`src/rtl/buf_arb_pkg.sv`:
```
// Shared types and constants for the endpoint data buffer arbiter.
// The build option BUF_TIMEOUT_EN is consumed by data_buffer_arbiter.
package buf_arb_pkg;

    localparam int BUF_DEPTH = 64;

    typedef enum logic [2:0] {
        ST_IDLE       = 3'd0,
        ST_HOST_FILL  = 3'd1,
        ST_TX_SEND    = 3'd2,
        ST_RX_FILL    = 3'd3,
        ST_HOST_DRAIN = 3'd4
    } arb_state_e;

endpackage

```
`src/rtl/data_buffer_arbiter_if.sv`:
```
// Request/strobe bundle between the requesters, the data buffer and the arbiter.
// master = environment side (requesters + buffer), slave = arbiter side.
interface data_buffer_arbiter_if;

    logic [6:0] buffer_occupancy;
    logic       host_wr;
    logic       host_rd;
    logic       host_tx_go;
    logic       rx_start;
    logic       rx_store;
    logic       rx_done;
    logic       rx_error;
    logic       tx_get;
    logic       tx_done;

    logic       store_tx_data;
    logic       store_rx_packet_data;
    logic       get_rx_data;
    logic       get_tx_packet_data;
    logic       flush;
    logic       clear;
    logic       tx_send;
    logic       rx_nak;
    logic       rx_data_ready;
    logic       overflow_err;
    logic       underrun_err;
    logic [2:0] arb_state;

    modport master (
        output buffer_occupancy, host_wr, host_rd, host_tx_go, rx_start,
               rx_store, rx_done, rx_error, tx_get, tx_done,
        input  store_tx_data, store_rx_packet_data, get_rx_data,
               get_tx_packet_data, flush, clear, tx_send, rx_nak,
               rx_data_ready, overflow_err, underrun_err, arb_state
    );

    modport slave (
        input  buffer_occupancy, host_wr, host_rd, host_tx_go, rx_start,
               rx_store, rx_done, rx_error, tx_get, tx_done,
        output store_tx_data, store_rx_packet_data, get_rx_data,
               get_tx_packet_data, flush, clear, tx_send, rx_nak,
               rx_data_ready, overflow_err, underrun_err, arb_state
    );

endinterface

```
`src/rtl/buf_arb_timer.sv`:
```
// RX inter-byte watchdog: counts enabled cycles since the last restart and
// flags expiry on the LIMIT-th consecutive enabled cycle without a restart.
module buf_arb_timer #(
    parameter int LIMIT = 1024
) (
    input  logic clk,
    input  logic rst,
    input  logic restart,
    input  logic enable,
    output logic expired
);

    localparam int CW = (LIMIT > 2) ? $clog2(LIMIT) : 1;

    logic [CW-1:0] r_count;
    logic          w_at_limit;

    assign w_at_limit = (r_count == CW'(LIMIT - 1));
    assign expired    = enable && !restart && w_at_limit;

    // Saturating cycle counter, cleared by reset or restart
    always_ff @(posedge clk) begin
        if (rst) begin
            r_count <= '0;
        end else if (restart) begin
            r_count <= '0;
        end else if (enable && !w_at_limit) begin
            r_count <= r_count + CW'(1);
        end else begin
            r_count <= r_count;
        end
    end

endmodule

```
`src/rtl/data_buffer_arbiter.sv`:
```
// Ownership arbiter for the 64-byte endpoint buffer (host / USB RX / USB TX).
// Optional RX watchdog enabled by defining BUF_TIMEOUT_EN.
module data_buffer_arbiter
    import buf_arb_pkg::*;
#(
    parameter int DEPTH          = BUF_DEPTH,
    parameter int TIMEOUT_CYCLES = 1024
) (
    input  logic                  clk,
    input  logic                  rst,
    data_buffer_arbiter_if.slave  bus
);

    if (DEPTH < 1 || DEPTH > 127 || TIMEOUT_CYCLES < 2) begin : g_cfg_check
        $error("data_buffer_arbiter: DEPTH must be 1..127 and TIMEOUT_CYCLES >= 2");
    end

    arb_state_e r_state;
    arb_state_e w_next;
    logic       r_rx_data_ready;

    logic w_has_room;
    logic w_has_data;
    logic w_last_byte;
    logic w_timeout;

    logic w_store_tx, w_store_rx, w_get_rx, w_get_tx;
    logic w_flush, w_clear, w_tx_send, w_rx_nak, w_overflow, w_underrun;

    assign w_has_room  = (bus.buffer_occupancy < 7'(DEPTH));
    assign w_has_data  = (bus.buffer_occupancy != 7'd0);
    assign w_last_byte = (bus.buffer_occupancy == 7'd1);

`ifdef BUF_TIMEOUT_EN
    logic w_tmr_restart;
    logic w_tmr_enable;

    assign w_tmr_restart = (r_state != ST_RX_FILL) || bus.rx_store;
    assign w_tmr_enable  = (r_state == ST_RX_FILL);

    buf_arb_timer #(
        .LIMIT   (TIMEOUT_CYCLES)
    ) u_timer (
        .clk     (clk),
        .rst     (rst),
        .restart (w_tmr_restart),
        .enable  (w_tmr_enable),
        .expired (w_timeout)
    );
`else
    assign w_timeout = 1'b0;
`endif

    // Next-state and gated strobes; everything stays low while rst is held
    always_comb begin
        w_next     = r_state;
        w_store_tx = 1'b0;
        w_store_rx = 1'b0;
        w_get_rx   = 1'b0;
        w_get_tx   = 1'b0;
        w_flush    = 1'b0;
        w_clear    = 1'b0;
        w_tx_send  = 1'b0;
        w_rx_nak   = 1'b0;
        w_overflow = 1'b0;
        w_underrun = 1'b0;
        if (rst) begin
            w_next = ST_IDLE;
        end else begin
            case (r_state)
                ST_IDLE: begin
                    if (bus.rx_start) begin
                        w_next     = ST_RX_FILL;
                        w_flush    = 1'b1;
                        w_overflow = bus.host_wr;
                    end else if (bus.host_wr) begin
                        w_next     = ST_HOST_FILL;
                        w_store_tx = 1'b1;
                    end else begin
                        w_next = ST_IDLE;
                    end
                end
                ST_HOST_FILL: begin
                    w_store_tx = bus.host_wr && w_has_room;
                    w_overflow = bus.host_wr && !w_has_room;
                    w_rx_nak   = bus.rx_start;
                    if (bus.host_tx_go) begin
                        w_next    = ST_TX_SEND;
                        w_tx_send = 1'b1;
                    end else begin
                        w_next = ST_HOST_FILL;
                    end
                end
                ST_TX_SEND: begin
                    w_get_tx   = bus.tx_get && w_has_data;
                    w_underrun = bus.tx_get && !w_has_data;
                    w_rx_nak   = bus.rx_start;
                    if (bus.tx_done) begin
                        w_next  = ST_IDLE;
                        w_flush = 1'b1;
                    end else begin
                        w_next = ST_TX_SEND;
                    end
                end
                ST_RX_FILL: begin
                    w_store_rx = bus.rx_store && w_has_room;
                    w_overflow = bus.rx_store && !w_has_room;
                    // A watchdog expiry is handled exactly like a bad packet
                    if (bus.rx_error || w_timeout) begin
                        w_next  = ST_IDLE;
                        w_clear = 1'b1;
                    end else if (bus.rx_done) begin
                        w_next = ST_HOST_DRAIN;
                    end else begin
                        w_next = ST_RX_FILL;
                    end
                end
                ST_HOST_DRAIN: begin
                    w_get_rx   = bus.host_rd && w_has_data;
                    w_underrun = bus.host_rd && !w_has_data;
                    w_overflow = bus.host_wr;
                    w_rx_nak   = bus.rx_start;
                    if (bus.host_rd && w_last_byte) begin
                        w_next = ST_IDLE;
                    end else begin
                        w_next = ST_HOST_DRAIN;
                    end
                end
                default: begin
                    w_next = ST_IDLE;
                end
            endcase
        end
    end

    // State register and the registered drain-ready flag
    always_ff @(posedge clk) begin
        if (rst) begin
            r_state         <= ST_IDLE;
            r_rx_data_ready <= 1'b0;
        end else begin
            r_state         <= w_next;
            r_rx_data_ready <= (w_next == ST_HOST_DRAIN);
        end
    end

    assign bus.store_tx_data        = w_store_tx;
    assign bus.store_rx_packet_data = w_store_rx;
    assign bus.get_rx_data          = w_get_rx;
    assign bus.get_tx_packet_data   = w_get_tx;
    assign bus.flush                = w_flush;
    assign bus.clear                = w_clear;
    assign bus.tx_send              = w_tx_send;
    assign bus.rx_nak               = w_rx_nak;
    assign bus.overflow_err         = w_overflow;
    assign bus.underrun_err         = w_underrun;
    assign bus.rx_data_ready        = r_rx_data_ready && !rst;
    assign bus.arb_state            = rst ? ST_IDLE : r_state;

endmodule

```
`src/flat_wrapper.sv`:
```
// flat-port wrapper written by rule: the top's interface ports become plain ports
module data_buffer_arbiter_flat import buf_arb_pkg::*;
#(
    parameter int DEPTH          = BUF_DEPTH,
    parameter int TIMEOUT_CYCLES = 1024
)
  (clk, rst, bus_buffer_occupancy, bus_host_wr, bus_host_rd, bus_host_tx_go, bus_rx_start, bus_rx_store, bus_rx_done, bus_rx_error, bus_tx_get, bus_tx_done, bus_store_tx_data, bus_store_rx_packet_data, bus_get_rx_data, bus_get_tx_packet_data, bus_flush, bus_clear, bus_tx_send, bus_rx_nak, bus_rx_data_ready, bus_overflow_err, bus_underrun_err, bus_arb_state);
  data_buffer_arbiter_if bus_i ();
  input  logic clk;
  input  logic rst;
  input wire logic [$bits(bus_i.buffer_occupancy)-1:0] bus_buffer_occupancy;
  input wire logic [$bits(bus_i.host_wr)-1:0] bus_host_wr;
  input wire logic [$bits(bus_i.host_rd)-1:0] bus_host_rd;
  input wire logic [$bits(bus_i.host_tx_go)-1:0] bus_host_tx_go;
  input wire logic [$bits(bus_i.rx_start)-1:0] bus_rx_start;
  input wire logic [$bits(bus_i.rx_store)-1:0] bus_rx_store;
  input wire logic [$bits(bus_i.rx_done)-1:0] bus_rx_done;
  input wire logic [$bits(bus_i.rx_error)-1:0] bus_rx_error;
  input wire logic [$bits(bus_i.tx_get)-1:0] bus_tx_get;
  input wire logic [$bits(bus_i.tx_done)-1:0] bus_tx_done;
  output wire logic [$bits(bus_i.store_tx_data)-1:0] bus_store_tx_data;
  output wire logic [$bits(bus_i.store_rx_packet_data)-1:0] bus_store_rx_packet_data;
  output wire logic [$bits(bus_i.get_rx_data)-1:0] bus_get_rx_data;
  output wire logic [$bits(bus_i.get_tx_packet_data)-1:0] bus_get_tx_packet_data;
  output wire logic [$bits(bus_i.flush)-1:0] bus_flush;
  output wire logic [$bits(bus_i.clear)-1:0] bus_clear;
  output wire logic [$bits(bus_i.tx_send)-1:0] bus_tx_send;
  output wire logic [$bits(bus_i.rx_nak)-1:0] bus_rx_nak;
  output wire logic [$bits(bus_i.rx_data_ready)-1:0] bus_rx_data_ready;
  output wire logic [$bits(bus_i.overflow_err)-1:0] bus_overflow_err;
  output wire logic [$bits(bus_i.underrun_err)-1:0] bus_underrun_err;
  output wire logic [$bits(bus_i.arb_state)-1:0] bus_arb_state;
  assign bus_i.buffer_occupancy = bus_buffer_occupancy;
  assign bus_i.host_wr = bus_host_wr;
  assign bus_i.host_rd = bus_host_rd;
  assign bus_i.host_tx_go = bus_host_tx_go;
  assign bus_i.rx_start = bus_rx_start;
  assign bus_i.rx_store = bus_rx_store;
  assign bus_i.rx_done = bus_rx_done;
  assign bus_i.rx_error = bus_rx_error;
  assign bus_i.tx_get = bus_tx_get;
  assign bus_i.tx_done = bus_tx_done;
  assign bus_store_tx_data = bus_i.store_tx_data;
  assign bus_store_rx_packet_data = bus_i.store_rx_packet_data;
  assign bus_get_rx_data = bus_i.get_rx_data;
  assign bus_get_tx_packet_data = bus_i.get_tx_packet_data;
  assign bus_flush = bus_i.flush;
  assign bus_clear = bus_i.clear;
  assign bus_tx_send = bus_i.tx_send;
  assign bus_rx_nak = bus_i.rx_nak;
  assign bus_rx_data_ready = bus_i.rx_data_ready;
  assign bus_overflow_err = bus_i.overflow_err;
  assign bus_underrun_err = bus_i.underrun_err;
  assign bus_arb_state = bus_i.arb_state;
  data_buffer_arbiter #(.DEPTH(DEPTH), .TIMEOUT_CYCLES(TIMEOUT_CYCLES)) u_core (.clk(clk), .rst(rst), .bus(bus_i));
endmodule
```
`config.mk`:
```
export PLATFORM = sky130hd
export DESIGN_NAME = data_buffer_arbiter_flat
export DESIGN_NICKNAME = d
export VERILOG_FILES = /design/src/rtl/buf_arb_pkg.sv /design/src/rtl/data_buffer_arbiter_if.sv /design/src/rtl/buf_arb_timer.sv /design/src/rtl/data_buffer_arbiter.sv /design/src/flat_wrapper.sv
export SDC_FILE = /design/constraint.sdc
export NUM_CORES = 1
export LEC_CHECK = 0
export CAP_MARGIN = 20
export CORE_AREA = 3 3 40 42
export CTS_BUF_LIST = sky130_fd_sc_hd__clkbuf_8
export CTS_CLUSTER_SIZE = 30
export DETAILED_ROUTE_END_ITERATION = 6
export DIE_AREA = 0 0 43 45
export PLACE_DENSITY = 0.77
export SLEW_MARGIN = 20
export SYNTH_ARGS = -nofsm -noshare
export SYNTH_HDL_FRONTEND = slang
export SYNTH_HIERARCHICAL = 1
export SYNTH_SLANG_ARGS = --single-unit
```
`constraint.sdc`:
```
create_clock -name clk -period 7.2 [get_ports clk]
set_clock_uncertainty 0.15 [all_clocks]
set_input_delay 2.16 -clock clk [delete_from_list [all_inputs] [get_ports clk]]
set_output_delay 2.16 -clock clk [all_outputs]
set_load 0.01 [all_outputs]
```
==> impl_results.rst, run 1 <==
.. list-table::
   :header-rows: 1

   * - Metric
     - Value
   * - Worst Tran Pin Value
     - 0.504 ns
   * - Number of warnings printed during yosys synthesis
     - 6
   * - Global-route wire length before repair
     - 2240 um
   * - Terminus of the critical flop-to-flop path
     - u_core/r_state[0]
   * - Detailed-routed wire length on met2
     - 632 um
   * - Clock tree buffer depth
     - 2
   * - Fraction of power spent switching nets
     - 26.4%
   * - GR Overflow Total
     - 0
   * - Clock transition at the registers of the reported paths
     - 0.03 ns
   * - Register area share after synthesis
     - 18.6%
   * - Area of the mapped netlist
     - 432 um2
   * - DP Wirelength
     - 1050 um
   * - Nets
     - 105
   * - Clock Power Share
     - 40.3%
   * - Unrepaired setup endpoints after global routing
     - no
   * - Mean instance size in the synthesized netlist
     - 7.85 um2
   * - Wl on met1
     - 650 um
   * - Flop2flop setup slack
     - 5.74 ns
   * - Resized cells post-CTS
     - 0
   * - Signed area change from the synthesized netlist to the final layout
     - 82.3%
   * - Drt total wl
     - 1330 um
   * - Finished layout cell area
     - 787 um2
   * - Final TNS setup
     - 0 ns
   * - Post-place instance area
     - 746 um2
   * - Maximum fanout along the worst path
     - 3
   * - Total count of max-transition violations in the final report
     - 0
   * - Sequential Power Share
     - 27.1%
   * - Worst Hold Depth
     - 1
   * - Worst-case reg-to-reg path depth
     - 3
   * - Top metal layer carrying routed signals
     - met3
   * - Die Footprint
     - 1940 um2
   * - Detailed-routing iteration count for the pre-antenna-repair pass
     - 2
   * - Top cell type's share of synthesized area
     - 18.6%
   * - Number of design rule violations left after detail routing
     - 0
   * - Detailed-route vias per instance
     - 5.03
   * - Hold Path Sink
     - u_core/r_state[1]
   * - Total track usage
     - 15.3%
   * - R2r startpoint
     - u_core/r_state[0]
   * - Critical Path Start Type
     - input pin
   * - Number of ports placed on the die boundary
     - 32
   * - # diodes
     - 0
   * - Number of setup violations in the final report
     - 0
   * - Initial antenna violation count
     - 0
   * - Post-DRT Antenna Nets
     - 0
   * - Worst path cell trace
     - clkdlybuf4s50_1, or4_4, or4_4, a2111oi_2, clkdlybuf4s50_1
   * - Cell count after synthesis
     - 55
   * - Clock Sinks
     - 4
   * - Final critical path time including I/O delays and setup
     - 6.65 ns
   * - Post-CTS setup buffer count
     - 0
   * - Maximum clock frequency
     - 150 MHz
   * - Cell at the root of the clock tree
     - sky130_fd_sc_hd__clkbuf_8
   * - H-tree depth
     - 1
   * - Wire length per cell
     - 13.3 um
   * - IO buf count
     - 31
   * - TritonCTS clock tree
     - done
   * - Cell Rows
     - 13
   * - Post-synth top area cell
     - sky130_fd_sc_hd__dfxtp_1
   * - Core Region
     - 1280 um2
   * - Maxcap violations
     - 0
   * - Power spent charging and discharging nets
     - 0.0000298 W
   * - Worst EP arrival
     - 4.34 ns
   * - Met3 routed WL
     - 51 um
   * - Final worst path period share
     - 92.3%
   * - Via count
     - 503
   * - Outcome
     - finished clean
   * - Hold-fix buffers at CTS
     - 0
   * - Category of the worst setup path capture point
     - primary output
   * - Count of different cell masters after synthesis
     - 28
   * - Leakage power figure
     - 0.294 nW
   * - Dominant cells by area after synthesis
     - sky130_fd_sc_hd__dfxtp_1, sky130_fd_sc_hd__nor2b_1, sky130_fd_sc_hd__a211oi_1
   * - Synth Register Bits
     - 4
   * - Internal cell power
     - 0.0000830 W
   * - Starting DRC count in detailed routing
     - 3
   * - CP max stage cell
     - sky130_fd_sc_hd__clkdlybuf4s50_1
   * - Type of the most critical hold path
     - flop to flop
   * - Syn nets
     - 73
   * - CP Class
     - input pin to primary output
   * - Fraction of power consumed by combinational cells
     - 32.6%
   * - Number of filler cells placed in the layout
     - 138
   * - Share of cells above drive strength 1
     - 10.6%
   * - Initial standard-cell utilization of the core
     - 33.6%
   * - X dimension of the die
     - 43 um
   * - Startpoint of the most critical hold path
     - u_core/r_state[2]
   * - Peak supply drop
     - 0.000126 V
   * - Data required, critical path
     - 4.89 ns
   * - Global placement routability congestion
     - 0.694
   * - Pin count of the biggest net entering global routing
     - 17
   * - Number of CTS-inserted buffers
     - 3
   * - Final number of hold-violating endpoints
     - 0
   * - Die Ht
     - 45 um
   * - Clock Latency Late Sink
     - 0.21 ns
   * - Number of global-route vias before repair
     - 518
   * - Total power density per cell area
     - 143 nW/um2
   * - Worst slew margin relative to its limit
     - 66.4%
   * - Maximum single-stage delay on the critical path
     - 0.60 ns
## state kept, by name, summed over array words and instances (netlist names)
register and flops:
u_core/r_rx_data_ready 1, u_core/r_state 3
## metal layers
metal	track usage [%]	vias up
met4	7.23	0
met3	3.59	0
met2	22.8	13
met1	20.9	219
met5	0	-
li1	-	271
## Yosys cell counts
master / instances
sky130_fd_sc_hd__nor2b_1: 6
sky130_fd_sc_hd__a2111oi_2: 1
sky130_fd_sc_hd__nand3_1: 1
sky130_fd_sc_hd__o41ai_1: 1
sky130_fd_sc_hd__nand4b_1: 1
sky130_fd_sc_hd__nand2b_1: 2
sky130_fd_sc_hd__a21o_1: 1
sky130_fd_sc_hd__o21ai_0: 2
sky130_fd_sc_hd__and3b_1: 1
sky130_fd_sc_hd__nor4_1: 1
sky130_fd_sc_hd__clkbuf_1: 3
sky130_fd_sc_hd__or4_4: 2
sky130_fd_sc_hd__nand2_1: 3
sky130_fd_sc_hd__a211oi_1: 3
sky130_fd_sc_hd__nor4b_1: 1
sky130_fd_sc_hd__nor3b_1: 3
sky130_fd_sc_hd__o211ai_1: 1
sky130_fd_sc_hd__and3_2: 2
sky130_fd_sc_hd__buf_1: 1
sky130_fd_sc_hd__and4b_1: 1
sky130_fd_sc_hd__a21oi_1: 2
sky130_fd_sc_hd__xor2_1: 1
sky130_fd_sc_hd__nor2_1: 3
sky130_fd_sc_hd__mux2_2: 1
sky130_fd_sc_hd__dfxtp_1: 4
sky130_fd_sc_hd__nand3b_1: 3
sky130_fd_sc_hd__and3_1: 2
sky130_fd_sc_hd__mux2i_1: 2
## through the flow
step           hold slack, ns  setup WS [ns]  std cells  power (W)  utilization, %
6_report                0.524          0.553        100   0.000113            61.2
5_1_grt                 0.569          0.471        100   0.000121            61.2
2_1_floorplan           0.445           1.46         55  0.0000475               -
3_3_place_gp            0.514          0.567         97  0.0000678            58.0
3_5_place_dp            0.516          0.532         97  0.0000676            58.0
4_1_cts                 0.526          0.540        100   0.000115            61.2
## power groups by stage
stage	combinational, W	clock [W]	sequential (W)
after global routing	0.0000402	0.0000491	0.0000313
after detailed placement	0.0000369	0	0.0000307
after global placement	0.0000368	0	0.0000310
final	0.0000368	0.0000454	0.0000306
after floorplan	0.0000217	0	0.0000258
after CTS	0.0000371	0.0000470	0.0000305
## logic make-up (layout without fill, tap and decap cells)
group / after synthesis / after routing / share of synthesized area [%]
and+or+nand+nor: 32 / 32 / 49.9
AOI/OAI and AO/OA: 11 / 11 / 18.8
DFF: 4 / 4 / 18.6
buffers and inverters: 4 / 34 / 3.48
muxes: 3 / 3 / 7.25
xor gates and xnor gates: 1 / 1 / 2.03
## worst max-delay path: cells and delay by family
| family | cells | cell delay [ns] |
|---|---|---|
| AOI/OAI and AO/OA | 1 | 0.21 |
| buffers and inverters | 2 | 1.00 |
| and+or+nand+nor | 2 | 0.97 |
## worst max-delay path by stage
stage	endpoint	cells after the start	start	slack, ns
floorplan	bus_underrun_err	3	bus_buffer_occupancy[1]	1.46
global placement	bus_underrun_err	5	bus_buffer_occupancy[1]	0.57
detailed placement	bus_underrun_err	5	bus_buffer_occupancy[1]	0.53
CTS	bus_underrun_err	5	bus_buffer_occupancy[1]	0.54
global route	bus_underrun_err	5	bus_buffer_occupancy[1]	0.47
finish	bus_underrun_err	5	bus_buffer_occupancy[1]	0.55
## final cells by class
type                       count  area [um2]  share of cell area [%]
tap                           15        18.8                    2.38
timing repair buffer          31         310                    39.4
sequential                     4        80.1                    10.2
clock buffer                   3        41.3                    5.25
multi-input combinational     47         337                    42.8
## cell usage in the layout (no fill, tap or decap), types with 2 or more instances in the layout
master	netlist	routed
sky130_fd_sc_hd__or4_4	2	2
sky130_fd_sc_hd__and3_2	2	2
sky130_fd_sc_hd__clkbuf_8	0	3
sky130_fd_sc_hd__nor2_1	3	3
sky130_fd_sc_hd__and3_1	2	2
sky130_fd_sc_hd__a211oi_1	3	3
sky130_fd_sc_hd__nor3b_1	3	3
sky130_fd_sc_hd__a21oi_1	2	2
sky130_fd_sc_hd__o21ai_0	2	2
sky130_fd_sc_hd__clkdlybuf4s50_1	0	31
sky130_fd_sc_hd__nor2b_1	6	6
sky130_fd_sc_hd__dfxtp_1	4	4
sky130_fd_sc_hd__nand2b_1	2	2
sky130_fd_sc_hd__nand3b_1	3	3
sky130_fd_sc_hd__mux2i_1	2	2
sky130_fd_sc_hd__nand2_1	3	3
Note: power is estimated with default switching activity, not from simulation.
==> run 2, diff against run 1 <==
CTS_BUF_LIST = sky130_fd_sc_hd__clkbuf_8 sky130_fd_sc_hd__clkbuf_16   (was sky130_fd_sc_hd__clkbuf_8)
==> results of run 2 <==
The final DEF is identical to that of run 1; final timing and power are the same.
==> run 3, diff against run 2 <==
ABC_AREA = 1   (was not set)
PLACE_DENSITY = 0.76   (was 0.77)
==> run 3 against run 2 <==
  * Global-route usage grew 0.83 points
  * Critical endpoint unchanged
  * Combinational power grew 11%
  * Sequential cell count is the same
  * Design area grew 0.16%
  * Largest power group unchanged
  * Critical path type unchanged
  * Setup slack gained 0.34 ns
  * Area after synthesis shrank 2.0%
==> impl_results.rst, run 3 <==
.. list-table::
   :header-rows: 1

   * - Metric
     - Value
   * - Pin count of the biggest net entering global routing
     - 16 (was 17)
   * - Largest register FFs
     - 3 (unchanged)
   * - Number of setup violations in the final report
     - 0 (unchanged)
   * - Terminus of the critical flop-to-flop path
     - u_core/r_state[1] (was u_core/r_state[0])
   * - Wire length per cell
     - 10.5 um (was 13.3 um)
   * - Number of filler cells placed in the layout
     - 125 (was 138)
   * - Number of ports placed on the die boundary
     - 32 (unchanged)
   * - Fraction of power consumed by combinational cells
     - 35.7% (was 32.6%)
   * - Cell count after placement
     - 129 (was 97)
   * - Worst slew margin relative to its limit
     - 63.9% (was 66.4%)
   * - H-tree depth
     - 1 (unchanged)
   * - Final number of hold-violating endpoints
     - 0 (unchanged)
   * - Initial standard-cell utilization of the core
     - 32.9% (was 33.6%)
   * - R2r startpoint
     - u_core/r_state[2] (was u_core/r_state[0])
   * - Commonest cells after routing, fill and taps aside
     - sky130_fd_sc_hd__clkdlybuf4s50_1, sky130_fd_sc_hd__nand2_1, sky130_fd_sc_hd__nor2_1 (was sky130_fd_sc_hd__clkdlybuf4s50_1, sky130_fd_sc_hd__nor2b_1, sky130_fd_sc_hd__dfxtp_1)
   * - Number of CTS-inserted buffers
     - 3 (unchanged)
   * - Critical Path Start Type
     - input pin (unchanged)
   * - Leakage power figure
     - 0.382 nW (was 0.294 nW)
   * - Clock tree buffer depth
     - 2 (unchanged)
   * - Detailed-routing iteration count for the pre-antenna-repair pass
     - 4 (was 2)
   * - Clock Latency Late Sink
     - 0.22 ns (was 0.21 ns)
   * - # diodes
     - 0 (unchanged)
   * - Register area share after synthesis
     - 18.9% (was 18.6%)
   * - Signed area change from the synthesized netlist to the final layout
     - 86.4% (was 82.3%)
   * - Starting DRC count in detailed routing
     - 14 (was 3)
   * - Resized cells post-CTS
     - 0 (unchanged)
   * - X dimension of the die
     - 43 um (unchanged)
   * - Number of design rule violations left after detail routing
     - 0 (unchanged)
   * - Post-synth top area cell
     - sky130_fd_sc_hd__nand2_1 (was sky130_fd_sc_hd__dfxtp_1)
   * - Multi-input gate area in the final layout
     - 274 um2 (was 337 um2)
   * - Drt total wl
     - 1380 um (was 1330 um)
   * - Unrepaired setup endpoints after global routing
     - no (unchanged)
   * - Initial antenna violation count
     - 0 (unchanged)
   * - Nets
     - 137 (was 105)
   * - Post-DRT Antenna Nets
     - 0 (unchanged)
   * - Maximum single-stage delay on the critical path
     - 0.68 ns (was 0.60 ns)
   * - CP Class
     - input pin to primary output (unchanged)
   * - TritonCTS clock tree
     - done (unchanged)
   * - Cell count after synthesis
     - 84 (was 55)
   * - Dominant cells by area after synthesis
     - sky130_fd_sc_hd__nand2_1, sky130_fd_sc_hd__dfxtp_1, sky130_fd_sc_hd__nor2_1 (was sky130_fd_sc_hd__dfxtp_1, sky130_fd_sc_hd__nor2b_1, sky130_fd_sc_hd__a211oi_1)
   * - Syn nets
     - 102 (was 73)
   * - Non-filler instance count after layout
     - 132 (was 100)
   * - Core Region
     - 1280 um2 (unchanged)
   * - Number of global-route vias before repair
     - 620 (was 518)
   * - Post-CTS setup buffer count
     - 0 (unchanged)
   * - Clock transition at the registers of the reported paths
     - 0.03 ns (about the same)
   * - Outcome
     - finished clean (unchanged)
   * - Total track usage
     - 16.1% (was 15.3%)
   * - Fraction of registers with async set/reset
     - 0% (unchanged)
   * - Global placement routability congestion
     - 0.791 (was 0.694)
   * - Die Ht
     - 45 um (unchanged)
   * - Type of the most critical hold path
     - flop to flop (unchanged)
   * - Worst EP arrival
     - 3.99 ns (was 4.34 ns)
   * - Peak supply drop
     - 0.0000949 V (was 0.000126 V)
   * - Fraction of the core area covered by cells at the end of the flow
     - 61.3% (was 61.2%)
   * - Commonest cells post-synth
     - sky130_fd_sc_hd__nand2_1, sky130_fd_sc_hd__nor2_1, sky130_fd_sc_hd__inv_1 (was sky130_fd_sc_hd__nor2b_1, sky130_fd_sc_hd__dfxtp_1)
   * - Final worst path period share
     - 87.5% (was 92.3%)
   * - Final critical path time including I/O delays and setup
     - 6.30 ns (was 6.65 ns)
   * - Maxcap violations
     - 0 (unchanged)
   * - GR Overflow Total
     - 0 (unchanged)
   * - Internal cell power
     - 0.0000804 W (was 0.0000830 W)
   * - Worst Tran Pin Value
     - 0.540 ns (was 0.504 ns)
   * - Final Hold Slack
     - 0.563 ns (was 0.524 ns)
   * - Number of enable-type register cells in the synthesized netlist
     - 0 (unchanged)
   * - Area of the mapped netlist
     - 423 um2 (was 432 um2)
   * - Flip-flop cell with the highest count after synthesis
     - sky130_fd_sc_hd__dfxtp_1 (unchanged)
   * - Final TNS setup
     - 0 ns (unchanged)
   * - Global-route wire length before repair
     - 2340 um (was 2240 um)
   * - Sequential Power Share
     - 23.3% (was 27.1%)
   * - Clock Power Share
     - 41.0% (was 40.3%)
   * - Buffers and inverters on the worst path
     - 2 (unchanged)
   * - Worst Hold Depth
     - 4 (was 1)
   * - Flop2flop setup slack
     - 5.96 ns (was 5.74 ns)
   * - Worst-case reg-to-reg path depth
     - 7 (was 3)
   * - Worst path cell trace
     - clkdlybuf4s50_1, nor2_2, nand2_1, nand2_1, o211ai_1, nor2_1, clkdlybuf4s50_1 (was clkdlybuf4s50_1, or4_4, or4_4, a2111oi_2, clkdlybuf4s50_1)
   * - Category of the worst setup path capture point
     - primary output (unchanged)
   * - DP Wirelength
     - 1140 um (was 1050 um)
   * - Total count of max-transition violations in the final report
     - 0 (unchanged)
   * - Stages on worst setup path
     - 7 (was 5)
   * - Post-place instance area
     - 747 um2 (was 746 um2)
   * - Share of cells above drive strength 1
     - 5.98% (was 10.6%)
   * - Fraction of power spent switching nets
     - 29.5% (was 26.4%)
   * - Most common cell after layout, fill and taps aside
     - sky130_fd_sc_hd__clkdlybuf4s50_1 (unchanged)
   * - Cell Rows
     - 13 (unchanged)
   * - Most used standard cell by instance count after synthesis
     - sky130_fd_sc_hd__nand2_1 (was sky130_fd_sc_hd__nor2b_1)
   * - Total power density per cell area
     - 145 nW/um2 (was 143 nW/um2)
   * - Finished layout cell area
     - 788 um2 (was 787 um2)
   * - Maximum fanout along the worst path
     - 15 (was 3)
   * - Count of different cell masters after synthesis
     - 14 (was 28)
   * - Detailed-route vias per instance
     - 4.80 (was 5.03)
   * - Clock Sinks
     - 4 (unchanged)
   * - Startpoint of the most critical hold path
     - u_core/r_state[2] (unchanged)
   * - Data required, critical path
     - 4.89 ns (about the same)
   * - Power spent charging and discharging nets
     - 0.0000337 W (was 0.0000298 W)
   * - IO buf count
     - 31 (unchanged)
   * - Via count
     - 633 (was 503)
   * - Cell at the root of the clock tree
     - sky130_fd_sc_hd__clkbuf_8 (unchanged)
   * - CP max stage cell
     - sky130_fd_sc_hd__clkdlybuf4s50_1 (unchanged)
   * - Die Footprint
     - 1940 um2 (unchanged)
   * - Mean instance size in the synthesized netlist
     - 5.03 um2 (was 7.85 um2)
   * - Number of warnings printed during yosys synthesis
     - 6 (unchanged)
   * - Dominant delay contributor by cell family on the critical path
     - buffers and inverters (unchanged)
   * - Sequential cell area in the final layout
     - 80.1 um2 (unchanged)
   * - Hold Path Sink
     - u_core/r_rx_data_ready (was u_core/r_state[1])
   * - Top Registers
     - u_core/r_state: 3 flops, u_core/r_rx_data_ready: 1 flops (unchanged)
   * - Synth Register Bits
     - 4 (unchanged)
   * - Maximum clock frequency
     - 159 MHz (was 150 MHz)
   * - Hold-fix buffers at CTS
     - 0 (unchanged)
   * - Top cell type's share of synthesized area
     - 19.5% (was 18.6%)
   * - Register with the most flip-flops
     - u_core/r_state (unchanged)
-- run 3: cell count changes in the layout (fill, tap and decap cells not counted), sizes merged, moves of 4 or more --
cell and change:
nor2b -6, nor2 +16, nand3 +5, inv +17
nand2 +20, and3 -4
-- run 3: cells by family after synthesis --
group	count (synthesis)	share of synthesized area, %
buffers and inverters	18	16.3
and+or+nand+nor	53	53.0
DFF	4	18.9
AOI/OAI and AO/OA	9	11.8
-- run 3: stage by stage --
stage / setup WS, ns / total power [W]
floorplan: 2.20 / 0.0000460
global placement: 1.00 / 0.0000666
detailed placement: 0.924 / 0.0000670
CTS: 0.923 / 0.000114
global route: 0.818 / 0.000122
finish: 0.897 / 0.000114
-- run 3: per-layer routing --
layer | global-route usage [%] | vias up | routed length, um
li1 | - | 327 | -
met1 | 16.8 | 283 | 627
met2 | 28.7 | 21 | 686
met3 | 5.18 | 2 | 54
met4 | 9.04 | 0 | 14
met5 | 0 | - | 0
-- run 3: tightest hold or removal path: stages (launching register included) --
cell and delay [ns]:
sky130_fd_sc_hd__dfxtp_1 0.33, sky130_fd_sc_hd__nand2_1 0.12, sky130_fd_sc_hd__inv_1 0.05, sky130_fd_sc_hd__nand2_1 0.09
sky130_fd_sc_hd__a21oi_1 0.06
-- run 3: worst max-delay path by stage --
| stage | startpoint | end | slack [ns] |
|---|---|---|---|
| after global routing | rst | bus_underrun_err | 0.82 |
| after CTS | rst | bus_underrun_err | 0.92 |
| final | rst | bus_underrun_err | 0.90 |
| after global placement | rst | bus_underrun_err | 1.00 |
| after floorplan | rst | bus_underrun_err | 2.20 |
| after detailed placement | rst | bus_underrun_err | 0.92 |
-- run 3: layout make-up --
| cell class | instances | share of cell area (%) |
|---|---|---|
| repair buffers | 31 | 39.4 |
| multi-input cells | 62 | 34.8 |
| flip-flops and latches | 4 | 10.2 |
| well taps | 15 | 2.38 |
| clock buffers | 3 | 5.24 |
| inverters | 17 | 8.10 |
-- run 3: power by group through the flow --
stage	Sequential (W)	Clock [W]	Combinational, W
floorplan	0.0000263	0	0.0000197
global placement	0.0000268	0	0.0000398
detailed placement	0.0000267	0	0.0000402
CTS	0.0000264	0.0000471	0.0000405
global route	0.0000268	0.0000499	0.0000451
finish	0.0000266	0.0000468	0.0000408
